### src/rtl/rf_pkg.sv
// rf_pkg
//   Shared definitions for the register-file write-port scheduler:
//   default sizes, address/data/write-record types and the grant encoding
//   used to name the winning requester of the single write port.
package rf_pkg;

  localparam int RF_ADDRESS_WIDTH  = 5;
  localparam int RF_DATA_WIDTH     = 32;
  localparam int RF_LSU_FIFO_DEPTH = 2;
  localparam int RF_STARVE_LIMIT   = 4;

  typedef logic [RF_ADDRESS_WIDTH-1:0] rf_addr_t;
  typedef logic [RF_DATA_WIDTH-1:0]    rf_data_t;

  typedef struct packed {
    rf_addr_t rd;
    rf_data_t data;
  } rf_wr_t;

  typedef enum logic [1:0] {
    GNT_NONE = 2'd0,
    GNT_WB   = 2'd1,
    GNT_LSU  = 2'd2,
    GNT_DBG  = 2'd3
  } grant_e;

endpackage

### src/rtl/sync_fifo.sv
// sync_fifo
//   Single-clock FIFO used to buffer late LSU results until the register
//   file write port is free. DEPTH must be a power of two >= 2; the
//   pointers carry one extra wrap bit so full and empty are distinguished
//   without a separate counter.
// Ports:
//   clk        clock, rising edge
//   rst_n      asynchronous active-low reset (empties the FIFO)
//   push       write push_data (ignored when full)
//   push_data  entry to enqueue
//   pop        drop the head entry (ignored when empty)
//   head_data  current head entry (valid when !empty)
//   empty      no entries stored
//   full       DEPTH entries stored
module sync_fifo #(
  parameter int WIDTH = 37,
  parameter int DEPTH = 2
) (
  input  logic             clk,
  input  logic             rst_n,
  input  logic             push,
  input  logic [WIDTH-1:0] push_data,
  input  logic             pop,
  output logic [WIDTH-1:0] head_data,
  output logic             empty,
  output logic             full
);

  localparam int AW = $clog2(DEPTH);

  logic [AW:0]      wr_ptr_q, wr_ptr_d;
  logic [AW:0]      rd_ptr_q, rd_ptr_d;
  logic [WIDTH-1:0] mem_q [DEPTH];
  logic             do_push;
  logic             do_pop;

  assign empty = (wr_ptr_q == rd_ptr_q);
  // Same slot index but opposite wrap bits: writer is a full lap ahead.
  assign full  = (wr_ptr_q[AW] != rd_ptr_q[AW]) &&
                 (wr_ptr_q[AW-1:0] == rd_ptr_q[AW-1:0]);

  assign do_push = push && !full;
  assign do_pop  = pop && !empty;

  assign head_data = mem_q[rd_ptr_q[AW-1:0]];

  always_comb begin
    wr_ptr_d = wr_ptr_q;
    rd_ptr_d = rd_ptr_q;
    if (do_push) wr_ptr_d = wr_ptr_q + (AW+1)'(1);
    if (do_pop)  rd_ptr_d = rd_ptr_q + (AW+1)'(1);
  end

  always_ff @(posedge clk or negedge rst_n) begin
    if (!rst_n) begin
      wr_ptr_q <= '0;
      rd_ptr_q <= '0;
    end else begin
      wr_ptr_q <= wr_ptr_d;
      rd_ptr_q <= rd_ptr_d;
    end
  end

  // Storage needs no reset: an entry is only read after it was written.
  always_ff @(posedge clk) begin
    if (do_push) mem_q[wr_ptr_q[AW-1:0]] <= push_data;
  end

endmodule

### src/rtl/rf_write_sched.sv
// rf_write_sched
//   Shares the single write port (A3/WE3/WD3) of the integer register file
//   between pipeline writeback (never stalled), buffered LSU late results
//   and a debug write port, and tracks which registers have a load in
//   flight so the hazard logic can stall their readers.
// Ports:
//   CLK, RSTn                      clock, async active-low reset
//   WB_VALID/WB_RD/WB_DATA         pipeline writeback, always granted
//   ISSUE_VALID/ISSUE_RD           load issued this cycle (marks rd busy)
//   LSU_VALID/LSU_READY/LSU_RD/LSU_DATA  LSU result handshake into FIFO
//   DBG_VALID/DBG_READY/DBG_RD/DBG_DATA  debug write, READY = granted now
//   RS1, RS2 / BUSY_RS1, BUSY_RS2  pending-load queries
//   A3, WE3, WD3                   register file write port (combinational)
module rf_write_sched
  import rf_pkg::*;
#(
  parameter int ADDRESS_WIDTH  = RF_ADDRESS_WIDTH,
  parameter int DATA_WIDTH     = RF_DATA_WIDTH,
  parameter int LSU_FIFO_DEPTH = RF_LSU_FIFO_DEPTH,
  parameter int STARVE_LIMIT   = RF_STARVE_LIMIT
) (
  input  logic                     CLK,
  input  logic                     RSTn,
  input  logic                     WB_VALID,
  input  logic [ADDRESS_WIDTH-1:0] WB_RD,
  input  logic [DATA_WIDTH-1:0]    WB_DATA,
  input  logic                     ISSUE_VALID,
  input  logic [ADDRESS_WIDTH-1:0] ISSUE_RD,
  input  logic                     LSU_VALID,
  output logic                     LSU_READY,
  input  logic [ADDRESS_WIDTH-1:0] LSU_RD,
  input  logic [DATA_WIDTH-1:0]    LSU_DATA,
  input  logic                     DBG_VALID,
  output logic                     DBG_READY,
  input  logic [ADDRESS_WIDTH-1:0] DBG_RD,
  input  logic [DATA_WIDTH-1:0]    DBG_DATA,
  input  logic [ADDRESS_WIDTH-1:0] RS1,
  input  logic [ADDRESS_WIDTH-1:0] RS2,
  output logic                     BUSY_RS1,
  output logic                     BUSY_RS2,
  output logic [ADDRESS_WIDTH-1:0] A3,
  output logic                     WE3,
  output logic [DATA_WIDTH-1:0]    WD3
);

  localparam int NREG = 2 ** ADDRESS_WIDTH;
  localparam int FW   = ADDRESS_WIDTH + DATA_WIDTH;
  localparam int CW   = $clog2(STARVE_LIMIT + 1);

  logic                     fifo_push;
  logic                     fifo_pop;
  logic                     fifo_empty;
  logic                     fifo_full;
  logic [FW-1:0]            fifo_head;
  logic [ADDRESS_WIDTH-1:0] head_rd;
  logic [DATA_WIDTH-1:0]    head_data;

  logic [CW-1:0]            starve_cnt_q, starve_cnt_d;
  logic                     starved;
  logic [NREG-1:0]          busy_q, busy_d;

  grant_e                   gnt;
  logic [ADDRESS_WIDTH-1:0] win_rd;
  logic [DATA_WIDTH-1:0]    win_data;

  // ------------------------------------------------------------------
  // LSU result buffer
  // ------------------------------------------------------------------
  sync_fifo #(
    .WIDTH (FW),
    .DEPTH (LSU_FIFO_DEPTH)
  ) u_lsu_fifo (
    .clk       (CLK),
    .rst_n     (RSTn),
    .push      (fifo_push),
    .push_data ({LSU_RD, LSU_DATA}),
    .pop       (fifo_pop),
    .head_data (fifo_head),
    .empty     (fifo_empty),
    .full      (fifo_full)
  );

  assign {head_rd, head_data} = fifo_head;

  // Ready looks only at full, never at a same-cycle pop, so it carries no
  // combinational path from the arbitration back to the LSU.
  assign LSU_READY = RSTn && !fifo_full;
  assign fifo_push = LSU_VALID && LSU_READY;
  assign fifo_pop  = (gnt == GNT_LSU);

  // ------------------------------------------------------------------
  // Arbitration
  // ------------------------------------------------------------------
  assign starved = (starve_cnt_q == CW'(STARVE_LIMIT));

  always_comb begin
    gnt = GNT_NONE;
    if (!RSTn)                     gnt = GNT_NONE;
    else if (WB_VALID)             gnt = GNT_WB;
    else if (starved && DBG_VALID) gnt = GNT_DBG;
    else if (!fifo_empty)          gnt = GNT_LSU;
    else if (DBG_VALID)            gnt = GNT_DBG;
  end

  always_comb begin
    win_rd   = '0;
    win_data = '0;
    case (gnt)
      GNT_WB: begin
        win_rd   = WB_RD;
        win_data = WB_DATA;
      end
      GNT_LSU: begin
        win_rd   = head_rd;
        win_data = head_data;
      end
      GNT_DBG: begin
        win_rd   = DBG_RD;
        win_data = DBG_DATA;
      end
      default: begin
        win_rd   = '0;
        win_data = '0;
      end
    endcase
  end

  // x0 is hardwired: the winner still consumes its grant, only the
  // register file strobe is withheld.
  assign A3        = win_rd;
  assign WD3       = win_data;
  assign WE3       = (gnt != GNT_NONE) && (win_rd != '0);
  assign DBG_READY = (gnt == GNT_DBG);

  // ------------------------------------------------------------------
  // DBG starvation counter
  // ------------------------------------------------------------------
  always_comb begin
    starve_cnt_d = starve_cnt_q;
    if (!DBG_VALID || DBG_READY) starve_cnt_d = '0;
    else if (!starved)           starve_cnt_d = starve_cnt_q + CW'(1);
  end

  // ------------------------------------------------------------------
  // Pending-load scoreboard
  // ------------------------------------------------------------------
  always_comb begin
    busy_d = busy_q;
    if (fifo_pop) busy_d[head_rd] = 1'b0;
    // Applied after the clear: a load issued to the register being
    // committed is a new outstanding load and must stay visible.
    if (ISSUE_VALID && (ISSUE_RD != '0)) busy_d[ISSUE_RD] = 1'b1;
    busy_d[0] = 1'b0;
  end

  always_ff @(posedge CLK or negedge RSTn) begin
    if (!RSTn) begin
      starve_cnt_q <= '0;
      busy_q       <= '0;
    end else begin
      starve_cnt_q <= starve_cnt_d;
      busy_q       <= busy_d;
    end
  end

  // Not bypassed: a commit's clear is seen by readers one cycle later.
  assign BUSY_RS1 = busy_q[RS1];
  assign BUSY_RS2 = busy_q[RS2];

endmodule

### config.mk
export PLATFORM = sky130hd
export DESIGN_NAME = rf_write_sched
export DESIGN_NICKNAME = d
export VERILOG_FILES = /design/src/rtl/rf_pkg.sv /design/src/rtl/sync_fifo.sv /design/src/rtl/rf_write_sched.sv
export SDC_FILE = /design/constraint.sdc
export NUM_CORES = 1
export LEC_CHECK = 0
export ABC_AREA = 0
export CAP_MARGIN = 20
export CORE_UTILIZATION = 42
export DETAILED_ROUTE_END_ITERATION = 12
export PLACE_DENSITY = 0.77
export REMOVE_ABC_BUFFERS = 1
export SLEW_MARGIN = 5
export SYNTH_ARGS = -nofsm -noshare
export SYNTH_HDL_FRONTEND = slang
export SYNTH_SLANG_ARGS = --single-unit
### constraint.sdc
create_clock -name CLK -period 3 [get_ports CLK]
set_clock_uncertainty 0.15 [all_clocks]
set_input_delay 0.6 -clock CLK [delete_from_list [all_inputs] [get_ports CLK]]
set_output_delay 0.6 -clock CLK [all_outputs]
set_load 0.02 [all_outputs]
==> results of run 1 <==
==> worst min-delay path by stage <==
stage	end	slack (ns)	cells after the start
after floorplan	busy_q[10]	0.15	0
after global placement	busy_q[14]	0.36	2
after detailed placement	busy_q[31]	0.37	2
after CTS	u_lsu_fifo.rd_ptr_q[0]	0.1	3
after global routing	u_lsu_fifo.rd_ptr_q[1]	0.12	3
final	u_lsu_fifo.rd_ptr_q[0]	0.11	3
==> cells in the mapped netlist, drive strengths merged <==
library cell / n
edfxtp: 74
nor2: 42
and2: 1
xnor2: 4
mux2: 7
o21ai: 67
mux2i: 35
a211oi: 1
a22oi: 3
nor3: 1
or3b: 3
buf: 5
or3: 1
nor2b: 3
nand4: 1
o211ai: 1
xor2: 3
ha: 2
or4: 1
nand2: 21
nand3b: 5
a21boi: 1
mux4: 18
dfrtp: 38
clkbuf: 16
a21oi: 2
nand2b: 1
nand3: 8
inv: 3
a221o: 34
and3: 2
o211a: 1
==> worst reg2reg max path, cell delays in order (launching register included) <==
cell and delay [ns]:
dfrtp_1 0.42, xor2_2 0.21, buf_4 0.15, a21boi_0 0.32, nand2_1 0.19, nor2_4 0.41, buf_12 0.26
==> final cells by class <==
type | count | area [um^2] | share of cell area
Tap cell | 168 | 210 | 0.0268
Sequential cell | 112 | 3170 | 0.405
Clock buffer | 9 | 225 | 0.0287
Inverter | 3 | 11.3 | 0.00144
Timing Repair Buffer | 217 | 2000 | 0.255
Clock inverter | 7 | 83.8 | 0.0107
Multi-Input combinational cell | 269 | 2140 | 0.273
==> cells by family after synthesis <==
group                      after synthesis  synth area share
adders and majority gates                2           0.00467
DFF                                    112             0.593
AOI/OAI and AO/OA                      110             0.138
xor gates and xnor gates                 7            0.0129
and+or+nand+nor                         90            0.0774
muxes                                   60             0.156
buffers and inverters                   24            0.0182
==> state kept, by name, indices dropped and copies added (netlist names) <==
signal and cells:
u_lsu_fifo.rd_ptr_q 2, u_lsu_fifo.wr_ptr_q 2, busy_q 31, u_lsu_fifo.mem_q 74, starve_cnt_q 3
==> per-stage QoR <==
| stage | util | hold WS [ns] | power (mW) |
|---|---|---|---|
| 2_1_floorplan | - | 0.154 | 3.75 |
| 3_3_place_gp | 0.618 | 0.358 | 4.79 |
| 3_5_place_dp | 0.618 | 0.375 | 4.89 |
| 4_1_cts | 0.646 | 0.0973 | 6.12 |
| 5_1_grt | 0.643 | 0.121 | 6.41 |
| 6_report | 0.643 | 0.111 | 6.11 |
==> report_power, final <==
group	internal, mW	switching, mW
sequential	2.08	0.245
combinational	1.25	1.29
clock	0.665	0.581
==> metal layers <==
| layer | GRT usage | vias up | share of wire |
|---|---|---|---|
| met5 | 0 | - | 0 |
| met4 | 0.119 | 0 | 0.033 |
| met3 | 0.0538 | 41 | 0.093 |
| met2 | 0.427 | 274 | 0.49 |
| met1 | 0.302 | 2165 | 0.39 |
| li1 | - | 2005 | - |
==> what timing repair did <==
item	in CTS	in global routing
pin swaps	6	6
gates cloned	1	0
gates resized for setup	119	32
buffers inserted	3	1
hold endpoints to repair	0	0
setup endpoints to repair	41	39
==> results.toml, run 1 <==
[layout]
finalInstanceArea_um2 = 7850
final_layout_size_suffix_gt1_frac = 0.214
areaGrowthSynthToFinish_pct = 46.6
mostFrequentLayoutCells = "125 x clkdlybuf4s50_1, 74 x edfxtp_1, 66 x o21ai_0, 41 x nor2_1, 37 x dfrtp_1"
nets = 746
finalNonFillerCells = 785
n_antenna_cell = 0
mostFrequentLayoutCell = "clkdlybuf4s50_1"
fillCellCount = 973

[synthesis]
ys_seq_area_frac = 0.593
ys_top_cells_by_area = "edfxtp_1 42%, dfrtp_1 18%, mux4_2 7.6%"
synth_area_leader_cell = "edfxtp_1"
ys_ff_latch = 112
syn_avg_cell_area_um2 = 13.2
synth_cells = 405
ys_warn_count = 0
yosysTopAreaCellShare = 0.415
syn_area_um2 = 5350
yosysUniqueCellTypes = 37

[route]
wl_per_cell_um = 19.9
postRouteAntennaNets = 0
viasPerCell = 5.71
drc = 0
routed_wl_um = 15600
vias = 4485
first_iter_violations = 311
dr.pass1.iters = 5

[global_route]
antenna_found_initial = 0
grt_pass1_vias = 4702
grtUsageTotal = 0.250
grt_first_pass_wirelength_um = 24400
overflow = 0
grt_max_degree = 35

[sta]
fin_ws_ns = -0.350
final-setup-viol-count = 13
max_freq_ghz = 0.299
maxSlewViolCount = 0
hold_violations = 0
tightest_slew_ns = 0.469
period_minus_slack_ns = 3.35
period_share = 1.12
rsz0062_at_grt = "yes"
setup_tns_ns = -0.533
slew_headroom = 0.686

[job]
cap_violations = 0

[clock_tree]
postCtsHoldBufs = 0
clk_latency_ns = 0.35
clockBufferDepth = 2
clkSinkCount = 112
ctsHtreeMaxLevel = 3
tritoncts = "done"
cts_root_buf = "clkbuf_16"
clkTransAtPathRegs_ns = 0.08
cts_made_buffers = 9

[critical_path]
crit_chain = "xor2_2, o21ai_1, and3_4, a221o_1, or3b_1, or4_4, buf_6"
critPathLaunchType = "flip-flop"
path_buf_inv = 1
r2r_slack_ns = 0.58
r2r_end = "u_lsu_fifo.mem_q[0][22]"
crit_fanout = 4
r2r_start = "u_lsu_fifo.wr_ptr_q[1]"
crit_family = "simple AND/OR/NAND/NOR gates"
cp-startpoint = "u_lsu_fifo.wr_ptr_q[1]"
path_class = "reg -> out"
crit_end = "WE3"
rr_worst_depth = 6
cp.depth = 7
endpoint_kind = "output port"
crit_required_ns = 2.25
arrival_ns = 2.60
worst_path_largest_cell_delay_ns = 0.43
critPathSlowestCell = "or4_4"

[die]
rows = 40
die_x_um = 115
die_y_um = 115
start_util = 0.438
io_pins = 174
dieArea_um2 = 13200
core_um2 = 12200

[power]
p_per_area_nw_per_um2 = 779
peakVddDrop_mv = 0.311
leakage_nw = 3.05

[placement]
place_inst = 765
placed_area_um2 = 7550
hpwlAfterDp_um = 11400
dpl_worst_slack_ns = -0.913
place_congestion = 0.928
port_buffers = 173

[outcome]
status = "finished, violations left"
violations = "setup timing"

[hold_path]
worst_hold_path_type = "in -> async"
Power figures use the tool's default switching activity.
==> run 2: changes to the inputs <==
==> constraint.sdc (replaced) <==
create_clock -name CLK -period 2.88 [get_ports CLK]
set_clock_uncertainty 0.15 [all_clocks]
set_input_delay 0.576 -clock CLK [delete_from_list [all_inputs] [get_ports CLK]]
set_output_delay 0.576 -clock CLK [all_outputs]
set_load 0.02 [all_outputs]
==> results.toml, run 2 (synthesized netlist as in run 1, its figures left out) <==
[outcome]
status = "finished, violations left"
violations = "setup timing"

[job]
cap_violations = 0

[power]
combPwrFrac = 0.460
switching_power_mw = 2.47
power_frac_clock = 0.191
peakVddDrop_mv = 0.640
internal-power_mw = 4.51
p_seq_frac = 0.349
leakage_nw = 3.21
p_per_area_nw_per_um2 = 827
netSwitchingFraction = 0.354

[die]
die_x_um = 115
start_util = 0.438
rows = 40
core_um2 = 12200
die_y_um = 115
dieArea_um2 = 13200
io_pins = 174

[sta]
fin_ws_ns = -0.464
maxSlewViolCount = 0
rsz0062_at_grt = "yes"
tightest_slew_ns = 0.438
hold_violations = 0
holdWs_ns = 0.0820
period_share = 1.16
final-setup-viol-count = 35
slew_headroom = 0.708
period_minus_slack_ns = 3.34
max_freq_ghz = 0.299

[route]
topRoutingLayerUsed = "met4"
wl_met2_um = 8180
drc = 0
first_iter_violations = 416
postRouteAntennaNets = 0
routed_wl_um = 16300
vias = 4539
dr.pass1.iters = 5
wirelength_met1_um = 6320
viasPerCell = 5.68
wl_per_cell_um = 20.4
wl_met3_um = 1310

[layout]
final_layout_size_suffix_gt1_frac = 0.303
nets = 760
mostFrequentLayoutCell = "clkdlybuf4s50_1"
fillCellCount = 873
areaGrowthSynthToFinish_pct = 57.8
largest_register_ffs = 74
finalNonFillerCells = 799
n_antenna_cell = 0
mostFrequentLayoutCells = "124 x clkdlybuf4s50_1, 74 x edfxtp_1, 64 x o21ai_0, 44 x buf_6, 43 x buf_4"

[critical_path]
path_class = "reg -> out"
worst_path_largest_cell_delay_ns = 0.46
critPathSlowestCell = "dfrtp_2"
r2r_slack_ns = 0.58
crit_required_ns = 2.15
arrival_ns = 2.62
cp-startpoint = "u_lsu_fifo.rd_ptr_q[1]"
endpoint_kind = "output port"
critPathLaunchType = "flip-flop"
crit_fanout = 4
crit_chain = "xor2_4, o211ai_1, nor2_1, a221o_1, or3b_1, or4_4, buf_6"
crit_end = "WE3"
r2r_end = "u_lsu_fifo.mem_q[0][17]"
r2r_start = "u_lsu_fifo.wr_ptr_q[0]"
rr_worst_depth = 7

[placement]
place_congestion = 0.935
hpwlAfterDp_um = 11300
port_buffers = 173
place_inst = 766
dpl_worst_slack_ns = -0.927

[global_route]
antenna_found_initial = 0
grt_first_pass_wirelength_um = 23600
grt_max_degree = 35
grtUsageTotal = 0.242
grt_pass1_vias = 4536
overflow = 0

[clock_tree]
ctsHtreeMaxLevel = 3
cts_made_buffers = 9
clk_latency_ns = 0.35
clkTransAtPathRegs_ns = 0.08
postCtsHoldBufs = 0
clockBufferDepth = 2
cts_root_buf = "clkbuf_16"
clkSinkCount = 112
tritoncts = "done"

[hold_path]
worst_hold_path_type = "in -> async"
## run 2: cell count changes in the layout (fill, tap and decap cells not counted), moves of 8 or more
cell,delta
nor2_1,-32
buf_4,+8
dlygate4sd2_1,-15
clkbuf_2,-10
buf_6,+34
nor2_4,+32
buf_2,-8
## run 2: layer usage
metal  vias up  track usage
met5         -            0
met4         0        0.108
met3        31       0.0596
met2       262        0.404
met1      2207        0.300
li1       2039            -
## run 2: critical path: cells and delay by family (launching register included)
kind,cells,cell delay [ns]
AND/OR/NAND/NOR,3,0.91
AO/OA/AOI/OAI,2,0.54
flip-flops,1,0.46
XOR/XNOR,1,0.21
buffers and inverters,1,0.15
## run 2: timing repair
action,CTS,global route
setup endpoints to repair,41,41
resized for setup,204,154
gates cloned,2,2
pin swaps,6,37
buffers inserted,7,10
## run 2: how the worst min path moves through the flow
stage | from | to | slack (ns)
finish | RSTn | u_lsu_fifo.wr_ptr_q[0] | 0.08
global route | RSTn | u_lsu_fifo.rd_ptr_q[1] | 0.09
CTS | RSTn | u_lsu_fifo.wr_ptr_q[0] | 0.07
detailed placement | busy_q[3] | busy_q[3] | 0.37
global placement | busy_q[14] | busy_q[14] | 0.36
floorplan | RSTn | busy_q[10] | 0.13
## run 2: area by class of cell
class / instances / area [um^2] / share of cell area
flip-flops and latches: 112 / 3180 / 0.376
clock inverters: 7 / 92.6 / 0.0110
clock buffers: 9 / 225 / 0.0267
multi-input cells: 269 / 2390 / 0.283
well taps: 168 / 210 / 0.0249
repair buffers: 231 / 2340 / 0.277
inverters: 3 / 11.3 / 0.00133
## run 2: power groups by stage
stage          registers [mW]  clock network (mW)  logic (mW)
2_1_floorplan            2.47                   0        1.43
3_3_place_gp             2.42                   0        2.56
3_5_place_dp             2.45                   0        2.62
4_1_cts                  2.42                1.35        2.67
5_1_grt                  2.48                1.42        3.41
6_report                 2.44                1.34        3.21
## run 2: stage by stage
| step | TNS, ns | instance area [um^2] | power (mW) | utilization |
|---|---|---|---|---|
| final | -5.33 | 8450 | 6.99 | 0.692 |
| after global placement | -22.02 | 7550 | 4.98 | 0.618 |
| after detailed placement | -23.11 | 7550 | 5.07 | 0.618 |
| after floorplan | -194.38 | 5270 | 3.90 | - |
| after CTS | -2.60 | 7900 | 6.44 | 0.647 |
| after global routing | -8.42 | 8450 | 7.31 | 0.692 |
